## src/rtl/bulls_cows_pkg.sv

```systemverilog
// rtl/bulls_cows_pkg.sv - shared states, display glyphs and bulls/cows scoring for bulls_cows_n
package bulls_cows_pkg;

  typedef enum logic [2:0] {SET1, SET2, GUESS, RESULT, WIN, DRAW, ERR} state_e;

  typedef logic [5:0] disp_t;

  localparam disp_t DISP_BLANK = 6'b100000;

  // Only 16 glyph values exist: S and U reuse the lookalike digits 5 and 0.
  localparam logic [3:0] G_U    = 4'h0;
  localparam logic [3:0] G_S    = 4'h5;
  localparam logic [3:0] G_P    = 4'hA;
  localparam logic [3:0] G_b    = 4'hB;
  localparam logic [3:0] G_c    = 4'hC;
  localparam logic [3:0] G_d    = 4'hD;
  localparam logic [3:0] G_E    = 4'hE;
  localparam logic [3:0] G_DASH = 4'hF;

  function automatic disp_t glyph(input logic [3:0] g);
    return {1'b0, g, 1'b0};
  endfunction

  // Returns {cows, bulls}; only the low n digits of s and g take part.
  function automatic logic [15:0] bc_score(input logic [31:0] s, input logic [31:0] g, input int n);
    logic [7:0] b;
    logic [7:0] c;
    b = '0;
    c = '0;
    for (int i = 0; i < 8; i++) begin
      for (int j = 0; j < 8; j++) begin
        if (i < n && j < n && s[4*i +: 4] == g[4*j +: 4]) begin
          if (i == j) b = b + 8'd1;
          else        c = c + 8'd1;
        end
      end
    end
    return {c, b};
  endfunction

endpackage

```

## src/rtl/bulls_cows_n_enter_edge.sv

```systemverilog
// rtl/bulls_cows_n_enter_edge.sv - rising-edge detector producing a one-cycle enter event
module enter_edge (
  input  logic clock,
  input  logic reset,
  input  logic enter,
  output logic pulse
);

  logic hist;

  // History resets high so a button held through reset release is not an event.
  always_ff @(posedge clock or negedge reset) begin
    if (!reset) begin
      hist  <= 1'b1;
      pulse <= 1'b0;
    end else begin
      hist  <= enter;
      pulse <= enter & ~hist;
    end
  end

endmodule

```

## src/rtl/bulls_cows_n.sv

```systemverilog
// rtl/bulls_cows_n.sv - two-player bulls and cows game; define BC_DUP_CHECK_EN to reject repeated digits
module bulls_cows_n
  import bulls_cows_pkg::*;
#(
  parameter int DIGITS    = 4,
  parameter int MAX_TRIES = 10
) (
  input  logic                              clock,
  input  logic                              reset,
  input  logic [4*DIGITS-1:0]               sw,
  input  logic                              enter,
  output logic [47:0]                       disp,
  output logic                              p1_win,
  output logic                              p2_win,
  output logic                              draw,
  output logic                              err,
  output logic [2*$clog2(MAX_TRIES+2)-1:0]  tries
);

  localparam int TW = $clog2(MAX_TRIES + 2);
  localparam int CW = $clog2(DIGITS + 1) + 1;

  state_e                state;
  state_e                ret_state;
  logic [4*DIGITS-1:0]   secret1;
  logic [4*DIGITS-1:0]   secret2;
  logic [TW-1:0]         tries_p1;
  logic [TW-1:0]         tries_p2;
  logic                  turn;
  logic [CW-1:0]         bulls;
  logic [CW-1:0]         cows;
  logic                  ev;
  logic                  entry_ok;
  logic [4*DIGITS-1:0]   opp;
  logic [15:0]           score;
  logic [CW-1:0]         bulls_n;
  logic [CW-1:0]         cows_n;

  enter_edge u_edge (
    .clock (clock),
    .reset (reset),
    .enter (enter),
    .pulse (ev)
  );

  function automatic logic entry_valid(input logic [4*DIGITS-1:0] v);
    logic ok;
    ok = 1'b1;
    for (int i = 0; i < DIGITS; i++) begin
      if (v[4*i +: 4] > 4'd9) ok = 1'b0;
    end
`ifdef BC_DUP_CHECK_EN
    for (int i = 0; i < DIGITS; i++) begin
      for (int j = i + 1; j < DIGITS; j++) begin
        if (v[4*i +: 4] == v[4*j +: 4]) ok = 1'b0;
      end
    end
`endif
    return ok;
  endfunction

  assign entry_ok = entry_valid(sw);
  assign opp      = turn ? secret1 : secret2;
  assign score    = bc_score(32'(opp), 32'(sw), DIGITS);
  assign bulls_n  = CW'(score[7:0]);
  assign cows_n   = CW'(score[15:8]);
  assign tries    = {tries_p2, tries_p1};

  always_ff @(posedge clock or negedge reset) begin
    if (!reset) begin
      state     <= SET1;
      ret_state <= SET1;
      secret1   <= '0;
      secret2   <= '0;
      tries_p1  <= '0;
      tries_p2  <= '0;
      turn      <= 1'b0;
      bulls     <= '0;
      cows      <= '0;
      p1_win    <= 1'b0;
      p2_win    <= 1'b0;
      draw      <= 1'b0;
      err       <= 1'b0;
    end else begin
      err <= 1'b0;
      if (ev) begin
        case (state)
          SET1, SET2: begin
            if (!entry_ok) begin
              err       <= 1'b1;
              ret_state <= state;
              state     <= ERR;
            end else if (state == SET1) begin
              secret1 <= sw;
              state   <= SET2;
            end else begin
              secret2 <= sw;
              turn    <= 1'b0;
              state   <= GUESS;
            end
          end
          GUESS: begin
            if (!entry_ok) begin
              err       <= 1'b1;
              ret_state <= GUESS;
              state     <= ERR;
            end else begin
              bulls <= bulls_n;
              cows  <= cows_n;
              if (turn) tries_p2 <= tries_p2 + 1'b1;
              else      tries_p1 <= tries_p1 + 1'b1;
              if (bulls_n == CW'(DIGITS)) begin
                p1_win <= ~turn;
                p2_win <= turn;
                state  <= WIN;
              end else begin
                state <= RESULT;
              end
            end
          end
          RESULT: begin
            if (MAX_TRIES != 0 && tries_p2 == TW'(MAX_TRIES) && turn) begin
              draw  <= 1'b1;
              state <= DRAW;
            end else begin
              turn  <= ~turn;
              state <= GUESS;
            end
          end
          WIN, DRAW: begin
            secret1  <= '0;
            secret2  <= '0;
            tries_p1 <= '0;
            tries_p2 <= '0;
            turn     <= 1'b0;
            bulls    <= '0;
            cows     <= '0;
            p1_win   <= 1'b0;
            p2_win   <= 1'b0;
            draw     <= 1'b0;
            state    <= SET1;
          end
          ERR:     state <= ret_state;
          default: state <= SET1;
        endcase
      end
    end
  end

  always_comb begin
    disp = {8{DISP_BLANK}};
    case (state)
      SET1, SET2: begin
        disp[5:0]   = glyph(G_U);
        disp[11:6]  = glyph(G_S);
        disp[17:12] = glyph(G_DASH);
        disp[23:18] = glyph((state == SET2) ? 4'd2 : 4'd1);
        disp[29:24] = glyph(G_P);
      end
      GUESS: begin
        disp[5:0]   = glyph(4'd6);
        disp[11:6]  = glyph(G_DASH);
        disp[17:12] = glyph(turn ? 4'd2 : 4'd1);
        disp[23:18] = glyph(G_P);
      end
      RESULT: begin
        disp[5:0]   = glyph(4'(bulls));
        disp[11:6]  = glyph(G_b);
        disp[23:18] = glyph(4'(cows));
        disp[29:24] = glyph(G_c);
      end
      WIN: begin
        disp[5:0]   = glyph(G_E);
        disp[11:6]  = glyph(G_DASH);
        disp[17:12] = glyph(p2_win ? 4'd2 : 4'd1);
      end
      DRAW:    disp[5:0] = glyph(G_d);
      ERR:     disp[5:0] = glyph(G_E);
      default: disp = {8{DISP_BLANK}};
    endcase
  end

endmodule

```

## config.mk

```make
export PLATFORM = sky130hd
export DESIGN_NAME = bulls_cows_n
export DESIGN_NICKNAME = d
export VERILOG_FILES = /design/src/rtl/bulls_cows_pkg.sv /design/src/rtl/bulls_cows_n_enter_edge.sv /design/src/rtl/bulls_cows_n.sv
export SDC_FILE = /design/constraint.sdc
export NUM_CORES = 1
export LEC_CHECK = 0
export CAP_MARGIN = 20
export CORE_ASPECT_RATIO = 0.9
export CORE_UTILIZATION = 50
export CTS_BUF_LIST = sky130_fd_sc_hd__clkbuf_8
export CTS_CLUSTER_DIAMETER = 150
export DETAILED_ROUTE_END_ITERATION = 10
export PLACE_DENSITY_LB_ADDON = 0.25
export SYNTH_ARGS = -nofsm -noshare
export SYNTH_HDL_FRONTEND = slang
export SYNTH_SLANG_ARGS = --single-unit
```

## constraint.sdc

```tcl
create_clock -name clock -period 7.3 [get_ports clock]
set_input_delay 1.46 -clock clock [delete_from_list [all_inputs] [get_ports clock]]
set_output_delay 1.46 -clock clock [all_outputs]
set_load 0.01 [all_outputs]
```

==> impl_metrics.yaml <==
outcome:
  status: "finished clean"
worst_setup_path:
  startpoint: "sw[11]"
  timing.critical_path.buf_inv: 5
  cp_max_fo: 9
  worstSetupEndpoint: "cows[3]$_DFFE_PN0P_"
  rr_worst_depth: 30
  critPathCaptureType: "register"
  r2r-start: "turn$_DFFE_PN0P_"
  required_ps: 7570
  reg2reg_to: "cows[3]$_DFFE_PN0P_"
  critical_path.top_delay_family: "compound AO/OA/AOI/OAI gates"
  reg2reg_slack_ps: 400
  cp.depth: 30
  path_class: "input port to register"
  startpoint_type: "input port"
  crit_arrival_ps: 7250
  max_stage_delay_ps: 380
  cp_common_cell: "ha_1"
  crit_slowest_cell: "xnor3_1"
placement:
  gp_congestion: 0.907
  dp.cells: 803
  port_buffers: 54
  hpwl_mm: 9.38
global_routing:
  grt_max_degree: 62
  grt_pass1_vias: 4280
  track_usage: 0.231
  antenna_found_initial: 0
  grt_overflow: 0
  grt_pass1_wl_mm: 20.6
  grtUsageMet1: 0.298
  grt_use_met3: 0.0457
  met2_usage: 0.392
  gr-max-usage-layer: "met2"
logic_synthesis:
  synth_area_per_cell_sq_um: 8.46
  ys_ff_latch: 61
  synth-seq-area-share: 0.288
  synth.top_cell.area_share: 0.283
  synth_edf_count: 0
  ys_async_sr_fraction: 1.00
  netlist_instances: 627
  synth_top_area_cell: "dfrtp_1"
  synth.distinct_cells: 66
  netlist_area_sq_mm: 0.00530
  synth_top_flop_cell: "dfrtp_1"
  ys_warn_count: 0
  synth.area.top_cells: "dfrtp_1 28%, xnor2_1 13%, o21ai_0 6.2%, nand2_1 5.0%, ha_1 3.8%"
  synth.most_common_cell: "xnor2_1"
  synthTopCellsByCount: "77 x xnor2_1, 70 x nand2_1, 66 x o21ai_0"
detailed_routing:
  post_drt_wl_per_cell_um: 15.7
  vias: 4529
  drtIter0Drc: 210
  via_per_inst: 5.49
  dr.pass1.iters: 5
  ant_nets: 0
  drc: 0
  drt_wl_total_mm: 13.0
power:
  switching_power_w: 0.00142
  sw_frac_of_total: 0.459
  intPower_w: 0.00167
  combPwrFrac: 0.710
  p_leak_nw: 2.89
  power-per-cell-area_mw_per_mm2: 483
  seq_power_share: 0.188
  p_clk_frac: 0.102
  ir_worst_vdd_mv: 0.244
hold_path:
  hp-start: "secret1[14]$_DFFE_PN0P_"
  holdCritPathClass: "register to register"
cts:
  clkLatencyLatePin_ps: 350
  root_buffer: "clkbuf_8"
  cts.sinks: 61
  cts-buffers-inserted: 9
  htree_levels: 3
  path_clk_slew_ps: 70
  cts-hold-fix-buffers: 0
  cts_buffer_depth: 2
  cts_tree: "yes"
die:
  die_h_um: 99.7
  start_util: 0.515
  coreArea_sq_mm: 0.0103
  pin_count: 79
  rows: 35
  die_x_um: 111
  die-area_sq_mm: 0.0110
timing:
  worst_pin_slew_ps: 1100
  slew_headroom: 0.265
  setup_violations: 0
  final.period_utilization: 0.956
  grt_setup_unrepaired: "no"
  setup-tns-final_ps: 0
  hold_violations: 0
  finalCriticalPeriod_ps: 6980
  final-max-slew-violation-count: 0
  fmax_ghz: 0.143
  finClkSkew_ps: 11.7
final_layout:
  layout-drive-gt1-share: 0.158
  area_delta_synth_final_pct: 20.7
  layout.cells.non_filler: 825
  fin_nets: 726
  antenna_cells: 0
flow_run:
  maxCapViolCount: 0
[cell type report]
type | instances | area (sq um)
Fill cell | 884 | 3890
Multi-Input combinational cell | 476 | 3440
Sequential cell | 61 | 1530
Tap cell | 129 | 161
Timing Repair Buffer | 101 | 913
Clock inverter | 7 | 77.6
Inverter | 42 | 158
Clock buffer | 9 | 124
[worst min-delay path by stage]
stage	endpoint	slack (ps)	cells past startpoint
after floorplan	ret_state[2]$_DFFE_PN0P_	450	1
after CTS	ret_state[2]$_DFFE_PN0P_	490	1
after global placement	secret1[15]$_DFFE_PN0P_	460	2
after global routing	ret_state[2]$_DFFE_PN0P_	500	1
after detailed placement	secret1[11]$_DFFE_PN0P_	470	2
final	secret1[14]$_DFFE_PN0P_	490	2
[what timing repair did]
item | CTS | global route
endpoints found under the setup margin | 2 | 3
gates resized for setup | 0 | 27
pin swaps | 1 | 15
setup buffers | 1 | 4
[registers in the layout (all words and copies together), names as in the netlist]
name / flops
err: 1
u_edge.hist: 1
ret_state: 3
turn: 1
secret2: 16
tries_p1: 4
bulls: 4
tries_p2: 4
draw: 1
state: 3
p1_win: 1
u_edge.pulse: 1
secret1: 16
cows: 4
p2_win: 1
[routing by layer]
| metal | wire, um | share of wire |
|---|---|---|
| met5 | 0 | 0 |
| met4 | 211 | 0.016 |
| met3 | 654 | 0.050 |
| met2 | 6290 | 0.48 |
| met1 | 5810 | 0.45 |
[through the flow]
step                setup slack, ps  hold WS, ps  cell area, sq um  total power [W]   util
finish                          318          489              6400          0.00309  0.622
global route                   2.92          505              6400          0.00331  0.622
CTS                            11.9          487              6240          0.00301  0.606
detailed placement             -367          470              6030          0.00268  0.586
global placement               -153          462              6030          0.00260  0.586
floorplan                      54.7          446              5410          0.00213      -
[cell usage in the layout (no fill, tap or decap), types with 4 or more instances in the layout]
cell	instances
nand2_1	70
xnor2_1	69
o21ai_0	65
dfrtp_1	60
buf_4	46
clkdlybuf4s50_1	42
inv_1	41
nand3_1	40
conb_1	24
nor2_1	23
a21oi_1	18
xor2_1	14
ha_1	14
mux2i_1	11
dlymetal6s2s_1	11
xnor2_2	9
clkbuf_8	9
nor4_1	7
nor3_1	6
mux2i_4	5
mux2i_2	5
nor4_4	5
a21o_1	5
and3_1	5
o22ai_1	4
a22oi_1	4
nand2b_1	4
and2_1	4
nor2b_1	4
o21ai_1	4
or3_1	4
inv_6	4
[power groups by stage]
| stage | combinational, W | sequential [W] | clock, W |
|---|---|---|---|
| 2_1_floorplan | 0.00158 | 0.000546 | 0 |
| 3_3_place_gp | 0.00202 | 0.000579 | 0 |
| 3_5_place_dp | 0.00209 | 0.000585 | 0 |
| 4_1_cts | 0.00210 | 0.000579 | 0.000324 |
| 5_1_grt | 0.00238 | 0.000595 | 0.000337 |
| 6_report | 0.00219 | 0.000582 | 0.000315 |
[cells by family (layout without fill, tap and decap cells)]
| family | after synthesis | count (layout) | share of synthesized area |
|---|---|---|---|
| other | 2 | 24 | 0.00142 |
| adders and majority gates | 16 | 16 | 0.0378 |
| buffers and inverters | 112 | 159 | 0.102 |
| DFF | 61 | 61 | 0.288 |
| AOI/OAI and AO/OA | 123 | 123 | 0.141 |
| muxes | 24 | 24 | 0.0642 |
| and+or+nand+nor | 191 | 191 | 0.186 |
| xor gates and xnor gates | 98 | 98 | 0.179 |
[tightest hold or removal path, delay by kind of cell (launching register included)]
family             cells  cell delay (ps)
DFF                    1              350
and+or+nand+nor        1               50
AOI/OAI and AO/OA      1               60
No activity file was read; power rests on OpenSTA's default activity.
